File: config.mk
export PLATFORM = sky130hd
export DESIGN_NAME = mem_avalon_bridge_mp
export DESIGN_NICKNAME = d
export VERILOG_FILES = /design/src/rtl/reindeer_mem_bridge_pkg.sv /design/src/rtl/rr_arbiter.sv /design/src/rtl/mem_avalon_bridge_mp.sv
export SDC_FILE = /design/constraint.sdc
export NUM_CORES = 1
export LEC_CHECK = 0
export CAP_MARGIN = 10
export CELL_PAD_IN_SITES_DETAIL_PLACEMENT = 1
export CELL_PAD_IN_SITES_GLOBAL_PLACEMENT = 2
export CORE_MARGIN = 8
export CORE_UTILIZATION = 33
export DETAILED_ROUTE_END_ITERATION = 7
export PLACE_DENSITY_LB_ADDON = 0.1
export SLEW_MARGIN = 30
export SYNTH_ARGS = -nofsm -noshare
export SYNTH_HDL_FRONTEND = slang
export SYNTH_SLANG_ARGS = --single-unit
File: constraint.sdc
create_clock -name clk -period 3.9 [get_ports clk]
set_clock_uncertainty 0.2 [all_clocks]
set_input_delay 0.78 -clock clk [delete_from_list [all_inputs] [get_ports clk]]
set_output_delay 0.78 -clock clk [all_outputs]
set_load 0.01 [all_outputs]
File: src/rtl/reindeer_mem_bridge_pkg.sv
// Shared types and helpers for the multi-port memory to Avalon-MM bridge.
package reindeer_mem_bridge_pkg;

  typedef enum logic [1:0] {IDLE, ISSUE, COLLECT, DONE} bridge_state_t;

  localparam int unsigned MAX_RATIO = 8;
  localparam int unsigned MAX_BE    = 64;

  // Lowest beat index >= from whose byte enables are not all zero; ratio if none.
  function automatic int unsigned next_nz_beat(input logic [MAX_BE-1:0] be,
                                               input int unsigned       bpb,
                                               input int unsigned       ratio,
                                               input int unsigned       from);
    logic [MAX_BE-1:0] mask;
    next_nz_beat = ratio;
    mask = (MAX_BE'(1) << bpb) - MAX_BE'(1);
    for (int unsigned i = MAX_RATIO; i > 0; i--) begin
      if ((i - 1) >= from && (i - 1) < ratio && ((be >> ((i - 1) * bpb)) & mask) != '0)
        next_nz_beat = i - 1;
    end
  endfunction

endpackage

File: src/rtl/rr_arbiter.sv
// Round-robin arbiter: search starts one past the last granted requester.
module rr_arbiter #(
  parameter int unsigned N = 2
) (
  input  logic         clk,
  input  logic         reset_n,
  input  logic         clear,
  input  logic [N-1:0] req,
  input  logic         advance,
  output logic [N-1:0] grant
);

  localparam int unsigned PW = (N > 1) ? $clog2(N) : 1;

  logic [PW-1:0] ptr;
  logic [PW-1:0] win;
  logic [PW-1:0] idx;
  logic          found;

  always_comb begin
    grant = '0;
    win   = ptr;
    idx   = '0;
    found = 1'b0;
    for (int unsigned k = 0; k < N; k++) begin
      idx = PW'((32'(ptr) + k) % N);
      if (!found && req[idx]) begin
        grant[idx] = 1'b1;
        win        = idx;
        found      = 1'b1;
      end
    end
  end

  always_ff @(posedge clk or negedge reset_n) begin
    if (!reset_n) begin
      ptr <= '0;
    end else if (clear) begin
      ptr <= '0;
    end else if (advance && found) begin
      ptr <= (win == PW'(N - 1)) ? '0 : win + PW'(1);
    end
  end

endmodule

File: src/rtl/mem_avalon_bridge_mp.sv
// N memory ports share one Avalon-MM slave; each XLEN access becomes RATIO narrow beats.
module mem_avalon_bridge_mp
  import reindeer_mem_bridge_pkg::*;
#(
  parameter int unsigned NUM_PORTS = 2,
  parameter int unsigned XLEN      = 32,
  parameter int unsigned AV_WIDTH  = 16,
  parameter int unsigned ADDR_BITS = 21
) (
  input  logic                                        clk,
  input  logic                                        reset_n,
  input  logic                                        sync_reset,
  input  logic [NUM_PORTS-1:0]                        mem_cs,
  input  logic [NUM_PORTS-1:0]                        mem_read0_write1,
  input  logic [NUM_PORTS*ADDR_BITS-1:0]              mem_addr,
  input  logic [NUM_PORTS*XLEN/8-1:0]                 mem_byteenable,
  input  logic [NUM_PORTS*XLEN-1:0]                   mem_write_data,
  output logic [NUM_PORTS-1:0]                        mem_ack,
  output logic [XLEN-1:0]                             mem_read_data,
  output logic [ADDR_BITS+$clog2(XLEN/AV_WIDTH)-1:0]  av_address,
  output logic [AV_WIDTH/8-1:0]                       av_byteenable_n,
  output logic                                        av_chipselect,
  output logic                                        av_read_n,
  output logic                                        av_write_n,
  output logic [AV_WIDTH-1:0]                         av_writedata,
  input  logic [AV_WIDTH-1:0]                         av_readdata,
  input  logic                                        av_readdatavalid,
  input  logic                                        av_waitrequest,
  output logic                                        protocol_err
);

  localparam int unsigned RATIO = XLEN / AV_WIDTH;
  localparam int unsigned LR    = $clog2(RATIO);
  localparam int unsigned CW    = LR + 1;
  localparam int unsigned BPB   = AV_WIDTH / 8;
  localparam int unsigned BEB   = XLEN / 8;
  localparam int unsigned PIDX  = (NUM_PORTS > 1) ? $clog2(NUM_PORTS) : 1;
  localparam int unsigned AW    = ADDR_BITS + LR;

  bridge_state_t        state;
  logic [NUM_PORTS-1:0] pend_v, pend_wr, grant;
  logic [ADDR_BITS-1:0] pend_addr [NUM_PORTS];
  logic [BEB-1:0]       pend_be   [NUM_PORTS];
  logic [XLEN-1:0]      pend_wd   [NUM_PORTS];

  logic [PIDX-1:0]      cur_port, gidx;
  logic                 cur_wr;
  logic [ADDR_BITS-1:0] cur_addr;
  logic [BEB-1:0]       cur_be;
  logic [XLEN-1:0]      cur_wd;
  logic [CW-1:0]        beat, rcnt, rcnt_nxt, first_beat, next_beat, sel_beat;
  logic [XLEN-1:0]      rdata;
  logic                 rd_outstanding, advance;

  logic                 src_wr;
  logic [ADDR_BITS-1:0] src_addr;
  logic [BEB-1:0]       src_be;
  logic [XLEN-1:0]      src_wd;
  logic [AW-1:0]        issue_addr;
  logic [BPB-1:0]       issue_be_n;
  logic [AV_WIDTH-1:0]  issue_wd;

  assign advance       = (state == IDLE) && (|pend_v);
  assign mem_read_data = rdata;

  rr_arbiter #(.N(NUM_PORTS)) u_arb (
    .clk     (clk),
    .reset_n (reset_n),
    .clear   (sync_reset),
    .req     (pend_v),
    .advance (advance),
    .grant   (grant)
  );

  // A fresh mem_cs wins over the DONE clear, so a re-request during ack is kept.
  always_ff @(posedge clk or negedge reset_n) begin
    if (!reset_n) begin
      pend_v  <= '0;
      pend_wr <= '0;
    end else if (sync_reset) begin
      pend_v  <= '0;
      pend_wr <= '0;
    end else begin
      for (int unsigned p = 0; p < NUM_PORTS; p++) begin
        if (mem_cs[p]) begin
          pend_v[p]  <= 1'b1;
          pend_wr[p] <= mem_read0_write1[p];
        end else if (state == DONE && cur_port == PIDX'(p)) begin
          pend_v[p] <= 1'b0;
        end
      end
    end
  end

  always_ff @(posedge clk) begin
    for (int unsigned p = 0; p < NUM_PORTS; p++) begin
      if (mem_cs[p]) begin
        pend_addr[p] <= mem_addr[p*ADDR_BITS +: ADDR_BITS];
        pend_be[p]   <= mem_byteenable[p*BEB +: BEB];
        pend_wd[p]   <= mem_write_data[p*XLEN +: XLEN];
      end
    end
  end

  always_comb begin
    gidx = '0;
    for (int unsigned k = 0; k < NUM_PORTS; k++) begin
      if (grant[k]) gidx = PIDX'(k);
    end
    rd_outstanding = !cur_wr && ((state == ISSUE && rcnt < beat) || state == COLLECT);
    rcnt_nxt   = rcnt + CW'(av_readdatavalid && rd_outstanding);
    first_beat = pend_wr[gidx] ? CW'(next_nz_beat(MAX_BE'(pend_be[gidx]), BPB, RATIO, 0)) : '0;
    next_beat  = cur_wr ? CW'(next_nz_beat(MAX_BE'(cur_be), BPB, RATIO, 32'(beat) + 32'd1))
                        : beat + CW'(1);
    if (state == IDLE) begin
      src_wr   = pend_wr[gidx];
      src_addr = pend_addr[gidx];
      src_be   = pend_be[gidx];
      src_wd   = pend_wd[gidx];
      sel_beat = first_beat;
    end else begin
      src_wr   = cur_wr;
      src_addr = cur_addr;
      src_be   = cur_be;
      src_wd   = cur_wd;
      sel_beat = next_beat;
    end
    issue_addr = (AW'(src_addr) << LR) | AW'(sel_beat);
    issue_be_n = src_wr ? ~BPB'(src_be >> (32'(sel_beat) * BPB)) : '0;
    issue_wd   = src_wr ? AV_WIDTH'(src_wd >> (32'(sel_beat) * AV_WIDTH)) : '0;
  end

  always_ff @(posedge clk or negedge reset_n) begin
    if (!reset_n) begin
      state <= IDLE;
      cur_port <= '0; cur_wr <= 1'b0; cur_addr <= '0; cur_be <= '0; cur_wd <= '0;
      beat <= '0; rcnt <= '0; rdata <= '0; mem_ack <= '0; protocol_err <= 1'b0;
      av_chipselect <= 1'b0; av_read_n <= 1'b1; av_write_n <= 1'b1;
      av_address <= '0; av_byteenable_n <= '1; av_writedata <= '0;
    end else if (sync_reset) begin
      state <= IDLE;
      cur_port <= '0; cur_wr <= 1'b0; cur_addr <= '0; cur_be <= '0; cur_wd <= '0;
      beat <= '0; rcnt <= '0; rdata <= '0; mem_ack <= '0; protocol_err <= 1'b0;
      av_chipselect <= 1'b0; av_read_n <= 1'b1; av_write_n <= 1'b1;
      av_address <= '0; av_byteenable_n <= '1; av_writedata <= '0;
    end else begin
      mem_ack <= '0;
      // Read beats may return while later beats are still being issued.
      if (av_readdatavalid) begin
        if (rd_outstanding) begin
          rdata[rcnt*AV_WIDTH +: AV_WIDTH] <= av_readdata;
          rcnt <= rcnt_nxt;
        end else begin
          protocol_err <= 1'b1;
        end
      end
      unique case (state)
        IDLE: if (|pend_v) begin
          cur_port <= gidx;
          cur_wr   <= src_wr;
          cur_addr <= src_addr;
          cur_be   <= src_be;
          cur_wd   <= src_wd;
          beat     <= first_beat;
          rcnt     <= '0;
          rdata    <= '0;
          if (first_beat == CW'(RATIO)) begin
            state         <= DONE;
            mem_ack[gidx] <= 1'b1;
          end else begin
            state           <= ISSUE;
            av_chipselect   <= 1'b1;
            av_read_n       <= src_wr;
            av_write_n      <= !src_wr;
            av_address      <= issue_addr;
            av_byteenable_n <= issue_be_n;
            av_writedata    <= issue_wd;
          end
        end
        ISSUE: if (!av_waitrequest) begin
          beat <= next_beat;
          if (next_beat == CW'(RATIO)) begin
            av_chipselect   <= 1'b0;
            av_read_n       <= 1'b1;
            av_write_n      <= 1'b1;
            av_address      <= '0;
            av_byteenable_n <= '1;
            av_writedata    <= '0;
            if (cur_wr || rcnt_nxt == CW'(RATIO)) begin
              state             <= DONE;
              mem_ack[cur_port] <= 1'b1;
            end else begin
              state <= COLLECT;
            end
          end else begin
            av_address      <= issue_addr;
            av_byteenable_n <= issue_be_n;
            av_writedata    <= issue_wd;
          end
        end
        COLLECT: if (rcnt_nxt == CW'(RATIO)) begin
          state             <= DONE;
          mem_ack[cur_port] <= 1'b1;
        end
        DONE:    state <= IDLE;
        default: state <= IDLE;
      endcase
    end
  end

endmodule

==> out/metrics.csv <==
stage;metric;value;unit
sta;Fin Setup TNS;0;ns
pwr;maximum VDD drop;0.471;mV
sta;unrepaired setup endpoints after global routing;no;
placement;Cells after DPL;1612;
routing;DR top layer;met4;
layout;area growth from synthesis to layout;34.5;%
clock_network;cts bufs inserted;31;
grt;vias in the first global route;9165;
floorplan;Die X;199;µm
worst_setup_path;FF-to-FF path depth;11;
floorplan;starting density of the core;33.3;%
worst_setup_path;CP Launch Type;flop;
synth;post-synth top area share;32.5;%
synth;largest cells by area after synthesis;dfrtp_1, edfxtp_1, nand2_1, a21oi_1, nor2_1;
synth;Mapped Cells;995;
hold_path;Worst Hold Class;primary input to asynchronous set/reset pin;
pwr;Final Power;0.00997;W
worst_setup_path;reg-to-reg startpoint;state[1]$_DFFE_PN0P_;
clock_network;Clock transition at path regs;0.06;ns
synth;count of cell types in the netlist;56;
worst_setup_path;r2r setup slk;0.57;ns
pwr;Power Density;668;nW/µm²
synth;post-synthesis sequential area ratio;64.2;%
worst_setup_path;WS Path Type;flop to flop;
routing;via count;8459;
worst_setup_path;CP endpoint kind;flop;
routing;drt via density;5.07;
layout;Finished Layout Cells;1670;
clock_network;Setup Buffers After CTS;0;
layout;share of layout cells above drive strength 1;8.10;%
clock_network;Root Buffer;clkbuf_16;
placement;port buffer count;216;
routing;DRC viols;0;
synth;post-synth top area cell;dfrtp_1;
clock_network;number of clock sinks;262;
worst_setup_path;Reg-to-Reg End;state[0]$_DFFE_PN0P_;
worst_setup_path;CP arrival;3.58;ns
layout;most frequent cells in the layout;clkdlybuf4s50_1, nand2_1, dfrtp_1;
sta;Tightest Pin Transition;0.821;ns
layout;Reg area;7130;µm²
grt;initial antenna violation count;0;
status;status;complete, no violations;
layout;area of the multi-input gates;3690;µm²
clock_network;hold buffers post-CTS;0;
layout;# fillers;3586;
floorplan;die area;39800;µm²
floorplan;Core Rows;67;
routing;Routed WL;35300;µm
synth;top_reg_cell synth;dfrtp_1;
grt;grt total ovfl;0;
worst_setup_path;Worst EP required;4.16;ns
layout;Final #Nets;1347;
routing;wire per inst;21.2;µm
layout;ant diodes;0;
pwr;Lkg Pwr;5.87;nW
grt;global-route wire length before repair;54400;µm
routing;DRT met1 WL;16500;µm
sta;fmax;0.301;GHz
layout;commonest non-fill, non-tap cell in the layout;clkdlybuf4s50_1;
clock_network;clk buf depth;3;
sta;Tmin final;3.33;ns
synth;Syn Nets;1145;
routing;wire length on met2;16400;µm
synth;mean area per synthesized cell;11.2;µm²
sta;final setup violation count;0;
floorplan;Die Height;199;µm
synth;synth warn;0;
floorplan;Core ar.;33400;µm²
routing;drt pass-1 iters;4;
placement;hpwl dp;24200;µm
job;Max Cap Viol;0;
grt;largest net degree at the start of global routing;68;
routing;1st-iter DRT viols;301;
grt;GRT Total Usage;17.6;%
clock_network;Clock Latency Late Sink;0.56;ns
synth;Synth async-reset ratio;56.5;%
clock_network;H-Tree Depth;1;
worst_setup_path;crit-path max FO;10;
sta;Final period util;85.3;%
floorplan;Top Ports;217;
synth;Post-synth EDFFs;114;
sta;Rel. slew slack;45.3;%
routing;met3 WL;1780;µm
placement;RePlAce Congestion;0.802;
synth;Seq cells post-synth;262;
sta;max-slew violation count;0;
routing;DRT antenna net count;0;
synth;synthesized cell area;11100;µm²
sta;Final Hold Vio Count;0;
clock_network;CTS tree;yes;
clock_network;CTS resizes;0;
-- per-stage QoR --
stage          area [µm²]  hold slack (ns)  utilization (%)  setup slack (ns)
2_1_floorplan       11100            0.284                -              1.08
3_3_place_gp        13800            0.282             41.4             0.682
3_5_place_dp        13800            0.292             41.4             0.578
4_1_cts             14900           0.0373             44.7             0.563
5_1_grt             14900           0.0593             44.7             0.144
6_report            14900           0.0277             44.7             0.573
-- logic make-up (layout without fill, tap and decap cells) --
logic type                 Yosys count  count (layout)  synth area share [%]
xor gates and xnor gates             2               2                 0.158
AOI/OAI and AO/OA                  256             256                  15.8
adders and majority gates           11              11                  1.24
muxes                               24              24                  2.16
and+or+nand+nor                    354             354                  13.2
DFF                                262             262                  64.2
buffers and inverters               86             313                  3.20
-- synth_stat cells, drive strengths merged (6+ instances only) --
cell / instances
ha: 11
a31o: 7
a32o: 6
o21ai: 14
a211oi: 22
nand2: 186
dfrtp: 144
edfxtp: 114
mux2i: 24
a31oi: 34
clkbuf: 49
a22o: 33
inv: 17
nor2: 100
a221o: 18
nand3: 35
a21oi: 90
buf: 20
nor4: 7
-- worst max-delay path by stage --
stage	start	end	cells past startpoint
5_1_grt	state[1]$_DFFE_PN0P_	state[0]$_DFFE_PN0P_	11
3_5_place_dp	state[1]$_DFFE_PN0P_	state[0]$_DFFE_PN0P_	11
2_1_floorplan	state[1]$_DFFE_PN0P_	mem_ack[0]$_DFF_PN0_	12
4_1_cts	state[1]$_DFFE_PN0P_	state[0]$_DFFE_PN0P_	11
6_report	state[1]$_DFFE_PN0P_	state[0]$_DFFE_PN0P_	11
3_3_place_gp	state[1]$_DFFE_PN0P_	state[0]$_DFFE_PN0P_	11
-- cell type report --
class / count / share of cell area [%]
multi-input cells: 647 / 24.7
repair buffers: 238 / 15.8
clock buffers: 47 / 6.49
inverters: 17 / 0.427
flip-flops and latches: 262 / 47.8
well taps: 448 / 3.75
clock inverters: 11 / 1.05
-- sequential cells by signal, indices dropped and copies added, names as in the netlist, 4 cells and up --
signal and cells:
pend_wd 64, cur_wd 32, cur_be 4, av_address 22, pend_be 8, pend_addr 42, av_writedata 16, cur_addr 21
mem_read_data 32
-- metal layers --
metal / vias up / track usage, %
met5: - / 0
met4: 0 / 3.46
met3: 35 / 3.25
met2: 189 / 28.9
met1: 4232 / 24.1
li1: 4003 / -
-- critical path, cell delays in order (launching register included) --
cell	delay (ns)
dfrtp_1	0.43
inv_1	0.13
ha_1	0.35
inv_1	0.22
a211oi_1	0.31
o211a_2	0.30
ha_1	0.21
xor2_1	0.16
nand2b_1	0.11
a222oi_1	0.40
nand2_1	0.16
a211oi_1	0.26
-- where the power goes --
group          internal (W)  switching, W  leakage, nW
Sequential          0.00339      0.000305         3.11
Clock               0.00196       0.00116        0.557
Combinational       0.00129       0.00186         2.21
Note: power is estimated with default switching activity, not from simulation.
